==> src/rtl/wb_arb_pkg.sv <==
// Shared definitions for the register-file write-port arbiter.
//    DEF_DATA_W / DEF_REG_AW : default register data and address widths
//    wb_state_e              : drain-control states for the long-latency buffer
//    wb_entry_t              : one buffered long-latency result {dest, data}
package wb_arb_pkg;

   localparam int DEF_DATA_W = 16;
   localparam int DEF_REG_AW = 3;

   typedef enum logic [1:0] {
      IDLE,
      PEND,
      FORCE
   } wb_state_e;

   typedef struct packed {
      logic [DEF_REG_AW-1:0] dest;
      logic [DEF_DATA_W-1:0] data;
   } wb_entry_t;

endpackage

==> src/rtl/wb_result_fifo.sv <==
// Small synchronous FIFO holding long-latency results until they win the
// register-file write port.
//    clk, rst   : clock, asynchronous active-high reset (empties the FIFO)
//    push       : write push_data at the clock edge (ignored when full)
//    push_data  : entry to store
//    pop        : drop the head entry at the clock edge (ignored when empty)
//    head       : oldest stored entry (valid when count != 0)
//    count      : number of stored entries
module wb_result_fifo
   import wb_arb_pkg::*;
#(
   parameter int DEPTH = 2,
   parameter type entry_t = wb_entry_t
) (
   input  logic                         clk,
   input  logic                         rst,
   input  logic                         push,
   input  entry_t                       push_data,
   input  logic                         pop,
   output entry_t                       head,
   output logic [$clog2(DEPTH+1)-1:0]   count
);

   localparam int CW = $clog2(DEPTH + 1);
   localparam int PW = (DEPTH > 1) ? $clog2(DEPTH) : 1;

   entry_t          mem [DEPTH];
   logic [PW-1:0]   wr_ptr;
   logic [PW-1:0]   rd_ptr;
   logic            do_push;
   logic            do_pop;

   // Pointers wrap at DEPTH rather than at a power of two, so any depth works.
   function automatic logic [PW-1:0] bump(input logic [PW-1:0] p);
      return (p == PW'(DEPTH - 1)) ? '0 : p + 1'b1;
   endfunction

   assign do_push = push && (count < CW'(DEPTH));
   assign do_pop  = pop && (count != '0);
   assign head    = mem[rd_ptr];

   // Storage needs no reset: count and the pointers decide what is valid.
   always_ff @(posedge clk) begin
      if (do_push) begin
         mem[wr_ptr] <= push_data;
      end
   end

   // Pointer and occupancy bookkeeping; a simultaneous push and pop leaves
   // the count unchanged.
   always_ff @(posedge clk or posedge rst) begin
      if (rst) begin
         wr_ptr <= '0;
         rd_ptr <= '0;
         count  <= '0;
      end else begin
         if (do_push) begin
            wr_ptr <= bump(wr_ptr);
         end
         if (do_pop) begin
            rd_ptr <= bump(rd_ptr);
         end
         if (do_push && !do_pop) begin
            count <= count + 1'b1;
         end else if (do_pop && !do_push) begin
            count <= count - 1'b1;
         end
      end
   end

endmodule

==> src/rtl/wb_port_arbiter.sv <==
// Shares the single register-file write port between the in-order writeback
// stage and a long-latency (mul/div) unit whose results arrive out of band.
//    clk, rst                      : clock, asynchronous active-high reset
//    iss_valid, iss_reg            : long-latency op issued; marks iss_reg busy
//    busy_regs                     : registers still awaiting a long-latency result
//    pipe_wr_en/_reg/_data         : writeback request (highest priority)
//    pipe_stall                    : one-cycle forced stall so a starved result drains
//    lu_valid/_reg/_data, lu_ready : long-latency result handshake into the buffer
//    rf_wr_en/_reg/_data           : registered register-file write
//    buf_count                     : buffered long-latency results
module wb_port_arbiter
   import wb_arb_pkg::*;
#(
   parameter int DEPTH        = 2,
   parameter int STARVE_LIMIT = 4,
   parameter int DATA_W       = DEF_DATA_W,
   parameter int REG_AW       = DEF_REG_AW
) (
   input  logic                         clk,
   input  logic                         rst,
   input  logic                         iss_valid,
   input  logic [REG_AW-1:0]            iss_reg,
   output logic [2**REG_AW-1:0]         busy_regs,
   input  logic                         pipe_wr_en,
   input  logic [REG_AW-1:0]            pipe_wr_reg,
   input  logic [DATA_W-1:0]            pipe_wr_data,
   output logic                         pipe_stall,
   input  logic                         lu_valid,
   input  logic [REG_AW-1:0]            lu_reg,
   input  logic [DATA_W-1:0]            lu_data,
   output logic                         lu_ready,
   output logic                         rf_wr_en,
   output logic [REG_AW-1:0]            rf_wr_reg,
   output logic [DATA_W-1:0]            rf_wr_data,
   output logic [$clog2(DEPTH+1)-1:0]   buf_count
);

   localparam int NREG = 2**REG_AW;
   localparam int CW   = $clog2(DEPTH + 1);
   localparam int SW   = $clog2(STARVE_LIMIT + 1);

   typedef struct packed {
      logic [REG_AW-1:0] dest;
      logic [DATA_W-1:0] data;
   } lu_entry_t;

   lu_entry_t        push_data;
   lu_entry_t        head;
   logic             push;
   logic             pipe_grant;
   logic             head_grant;
   logic             last_entry;
   logic [NREG-1:0]  busy_set;
   logic [NREG-1:0]  busy_clr;
   wb_state_e        state;
   wb_state_e        state_next;
   logic [SW-1:0]    starve_cnt;
   logic [SW-1:0]    starve_next;

   // lu_ready looks only at the registered count, so a full buffer refuses a
   // new result even in a cycle where the head is draining.
   assign lu_ready   = (buf_count < CW'(DEPTH));
   assign push       = lu_valid && lu_ready;
   assign push_data  = '{dest: lu_reg, data: lu_data};

   // During a stall the writeback request is ignored, which is what lets the
   // buffered head through unconditionally in FORCE.
   assign pipe_grant = pipe_wr_en && !pipe_stall;
   assign head_grant = !pipe_grant && (buf_count != '0);
   assign last_entry = (buf_count == CW'(1)) && !push;

   assign busy_set   = iss_valid  ? (NREG'(1) << iss_reg)   : '0;
   assign busy_clr   = head_grant ? (NREG'(1) << head.dest) : '0;

   wb_result_fifo #(
      .DEPTH   (DEPTH),
      .entry_t (lu_entry_t)
   ) u_fifo (
      .clk       (clk),
      .rst       (rst),
      .push      (push),
      .push_data (push_data),
      .pop       (head_grant),
      .head      (head),
      .count     (buf_count)
   );

   // Drain control: count consecutive cycles the buffered head loses to the
   // writeback stage and, on the STARVE_LIMIT-th loss, schedule a stall cycle.
   always_comb begin
      state_next  = state;
      starve_next = starve_cnt;
      case (state)
         IDLE: begin
            if (push) begin
               state_next = PEND;
            end
         end
         PEND: begin
            if (head_grant) begin
               starve_next = '0;
               if (last_entry) begin
                  state_next = IDLE;
               end
            end else begin
               starve_next = starve_cnt + 1'b1;
               if (starve_cnt == SW'(STARVE_LIMIT - 1)) begin
                  state_next = FORCE;
               end
            end
         end
         FORCE: begin
            starve_next = '0;
            state_next  = last_entry ? IDLE : PEND;
         end
         default: begin
            state_next  = IDLE;
            starve_next = '0;
         end
      endcase
   end

   // State, starvation counter and the registered stall flag, which is high
   // exactly for the cycle spent in FORCE.
   always_ff @(posedge clk or posedge rst) begin
      if (rst) begin
         state      <= IDLE;
         starve_cnt <= '0;
         pipe_stall <= 1'b0;
      end else begin
         state      <= state_next;
         starve_cnt <= starve_next;
         pipe_stall <= (state_next == FORCE);
      end
   end

   // Registered write port; address and data hold their last value when idle.
   always_ff @(posedge clk or posedge rst) begin
      if (rst) begin
         rf_wr_en   <= 1'b0;
         rf_wr_reg  <= '0;
         rf_wr_data <= '0;
      end else begin
         rf_wr_en <= pipe_grant || head_grant;
         if (pipe_grant) begin
            rf_wr_reg  <= pipe_wr_reg;
            rf_wr_data <= pipe_wr_data;
         end else if (head_grant) begin
            rf_wr_reg  <= head.dest;
            rf_wr_data <= head.data;
         end
      end
   end

   // Pending-result scoreboard: a bit clears on the edge its result is
   // written; a re-issue of the same register in that cycle keeps it set.
   always_ff @(posedge clk or posedge rst) begin
      if (rst) begin
         busy_regs <= '0;
      end else begin
         busy_regs <= (busy_regs & ~busy_clr) | busy_set;
      end
   end

   // Protocol violations the issue logic and long-latency unit must never make.
   a_iss_busy: assert property (@(posedge clk) disable iff (rst)
      iss_valid |-> (!busy_regs[iss_reg] || busy_clr[iss_reg]));
   a_pipe_busy: assert property (@(posedge clk) disable iff (rst)
      pipe_wr_en |-> !busy_regs[pipe_wr_reg]);
   a_lu_overflow: assert property (@(posedge clk) disable iff (rst)
      lu_valid |-> lu_ready);

endmodule

==> config.mk <==
export PLATFORM = sky130hd
export DESIGN_NAME = wb_port_arbiter
export DESIGN_NICKNAME = d
export VERILOG_FILES = /design/src/rtl/wb_arb_pkg.sv /design/src/rtl/wb_result_fifo.sv /design/src/rtl/wb_port_arbiter.sv
export SDC_FILE = /design/constraint.sdc
export NUM_CORES = 1
export LEC_CHECK = 0
export CORE_MARGIN = 8
export CORE_UTILIZATION = 54
export CTS_BUF_LIST = sky130_fd_sc_hd__clkbuf_16
export DETAILED_ROUTE_END_ITERATION = 6
export PLACE_DENSITY = 0.88
export RECOVER_POWER = 50
export SLEW_MARGIN = 20
export SYNTH_ARGS = -nofsm -noshare
export SYNTH_HDL_FRONTEND = slang
export SYNTH_HIERARCHICAL = 1
export SYNTH_SLANG_ARGS = --single-unit
==> constraint.sdc <==
create_clock -name clk -period 3.9 [get_ports clk]
set_clock_uncertainty 0.2 [all_clocks]
set_input_delay 0.78 -clock clk [delete_from_list [all_inputs] [get_ports clk]]
set_output_delay 0.78 -clock clk [all_outputs]
set_load 0.02 [all_outputs]
==> run metrics <==
status finished, violations left; violated checks capacitance limit, slew limit; Synth-to-Final Area Change 30.71%; post-CTS sizing 0; Top-Level Pins 78; CP Class input pin to register; max reg flops 38; Reg with most FFs u_fifo/mem; Fmax 0.3410 GHz; Place WS 1.134 ns; required time of the critical path 3.94 ns; clock power share 25.0%; fill cell count 417; most common cell after layout, fill and taps aside clkdlybuf4s50_1; CTS tree yes; commonest cells after routing, fill and taps aside clkdlybuf4s50_1 (56), dfrtp_1 (38), edfxtp_1 (38), dlygate4sd3_1 (21); Clk Latency, worst-skew pair 0.32 ns; crit-path max FO 37; number of hold buffers added after cts 0; PwrDens 758.8 mW/mm²; number of global-route vias before repair 2392; RD Place Congestion 0.7792; fin crit share 75.18%; Max-cap violations 1; CP Data Arrival Time 2.97 ns; Max-slew headroom -18.22%; via count 2187; post-synth cell types 36; Die Span Y 95.37 µm; HP Class register to register; grt ovf 0; #FFs+latches synth 76; Post-Syn Area per Cell 14.35 µm²; largest net degree at the start of global routing 38; Layout Nets 367; row cnt 29; Static Leak 1.743 nW; Post-Synthesis Cell Area 0.003402 mm²; top flop regs u_fifo/mem (38), rf_wr_data (16), busy_regs (8); clock root cell clkbuf_16; initial antenna violation count 0; final worst setup slack 0.9679 ns; Hold Path End busy_regs[1]; CTS sink cnt 76; layout cells sized above 1 17.03%; Clk pin slew, worst setup/hold paths 0.06 ns; Core ar. 0.006205 mm²; crit path time final 2.932 ns; count of warnings emitted by yosys 6; share of power burned in registers 37.9%; worst r2r path cells 3; die area 0.009095 mm²; vias per cell 5.468; syn nets 286; sw frac 33.28%; TNS Setup 0 ns; cell count after synthesis 237; sequential share of the synthesized area 61.49%; n_diodes 0; Finish-stage setup viols 0; H-tree levels 3; reg2reg end rf_wr_data[5]; DRC 0; Die W 95.37 µm; final wirelength 7330 µm; WHS Path Cells 1; starting density of the core 54.83%; routed len/inst 18.33 µm; Hold Crit Start busy_regs[1]; I/O Buffers 77; first-pass GRT wire length 11610 µm; CTS Buf Count 9; slew of the pin with the lowest slew margin 1.773 ns; All-Layer GR Usage 17.00%; VDD IR max 0.3895 mV; P_int 0.002251 W; combinational share of power 37.0%; max-slew violations 38; FF-to-FF setup slack 1.39 ns; Detailed Route Iter0 Violations 86; RSZ-0062 raised after global routing no; DR pass1 iterations 4; setup bufs post-CTS 0; Crit. End Element register; antenna-violating nets left 0; Worst Setup Start Kind input pin; Psw 0.001123 W; Final Hold Viols 0; R2R Path Start pipe_stall; Detailed Place HPWL 4949 µm; CTS Buffer Depth 2
## worst max-delay path by stage
| stage | from | end | slack [ns] | depth (start not counted) |
|---|---|---|---|---|
| 3_3_place_gp | pipe_wr_en | u_fifo/count[1] | 1.19 | 9 |
| 3_5_place_dp | pipe_wr_en | u_fifo/count[1] | 1.13 | 9 |
| 2_1_floorplan | lu_valid | u_fifo/mem[0][0] | 1.47 | 3 |
| 5_1_grt | rst | rf_wr_data[14] | 0.78 | 3 |
| 4_1_cts | u_fifo/count[1] | buf_count[1] | 1.37 | 1 |
| 6_report | pipe_wr_en | rf_wr_data[5] | 0.97 | 4 |
## logic make-up after synthesis
| kind of cell | share of synthesized area, % |
|---|---|
| compound gates | 9.268 |
| xor+xnor | 1.287 |
| fa+ha+maj | 1.103 |
| buf+inv | 5.260 |
| flops | 61.49 |
| mux | 11.88 |
| simple gates | 9.710 |
## cells in the mapped netlist, drive strengths merged
library cell  instances  area share [%]
dfrtp                38              28
edfxtp               38              34
o21ai                24             4.7
mux2                 19             6.3
mux2i                19             5.6
nand3                15             2.2
buf                  12             4.4
nand2b                9             2.1
inv                   8            0.88
nand2                 8            0.88
nor2                  7             1.3
nand4                 6             1.1
nor2b                 5            0.92
a21oi                 4            0.70
o2bb2ai               4             1.0
and2b                 3            0.66
ha                    3             1.1
xnor2                 3            0.77
a32o                  2            0.59
o41ai                 2            0.96
xor2                  2            0.51
a21boi                1            0.55
and2                  1            0.18
nor3                  1            0.15
o211ai                1            0.22
o32ai                 1            0.48
or2                   1            0.18
## per-layer routing
layer	share of wire (%)	vias up	global-route usage, %
met4	2.8	0	8.963
met2	54	67	30.32
met5	0	-	0
li1	-	1033	-
met1	38	1070	18.37
met3	5.0	17	3.937
## layout make-up
class / count / area (µm²) / area share [%]
clock buffers: 9 / 225.2 / 5.065
multi-input cells: 141 / 1119 / 25.15
flip-flops and latches: 76 / 2092 / 47.05
clock inverters: 7 / 83.83 / 1.885
well taps: 77 / 96.34 / 2.167
inverters: 8 / 30.03 / 0.6753
repair buffers: 82 / 800.8 / 18.01
## through the flow
stage	util [%]	cell area, µm²	power (W)	hold slack [ns]	cells
after global routing	71.67	4447	0.003540	0.3270	400
final	71.67	4447	0.003374	0.2860	400
after detailed placement	67.05	4160	0.002548	0.2727	384
after global placement	67.05	4160	0.002500	0.2739	384
after CTS	72.03	4469	0.003421	0.2906	400
after floorplan	-	3402	0.002084	0.2544	237
## worst max-delay path: stages
cell	delay (ns)
clkdlybuf4s50_1	0.42
nand2b_1	1.22
mux2i_1	0.32
o21ai_2	0.21
## power groups by stage
stage	registers, W	clock network [W]	logic (W)
6_report	0.00128	0.000844	0.00125
5_1_grt	0.00131	0.000893	0.00134
4_1_cts	0.00128	0.000860	0.00128
3_5_place_dp	0.00129	0	0.00126
3_3_place_gp	0.00128	0	0.00122
2_1_floorplan	0.00140	0	0.000682
Note: power is estimated with default switching activity, not from simulation.
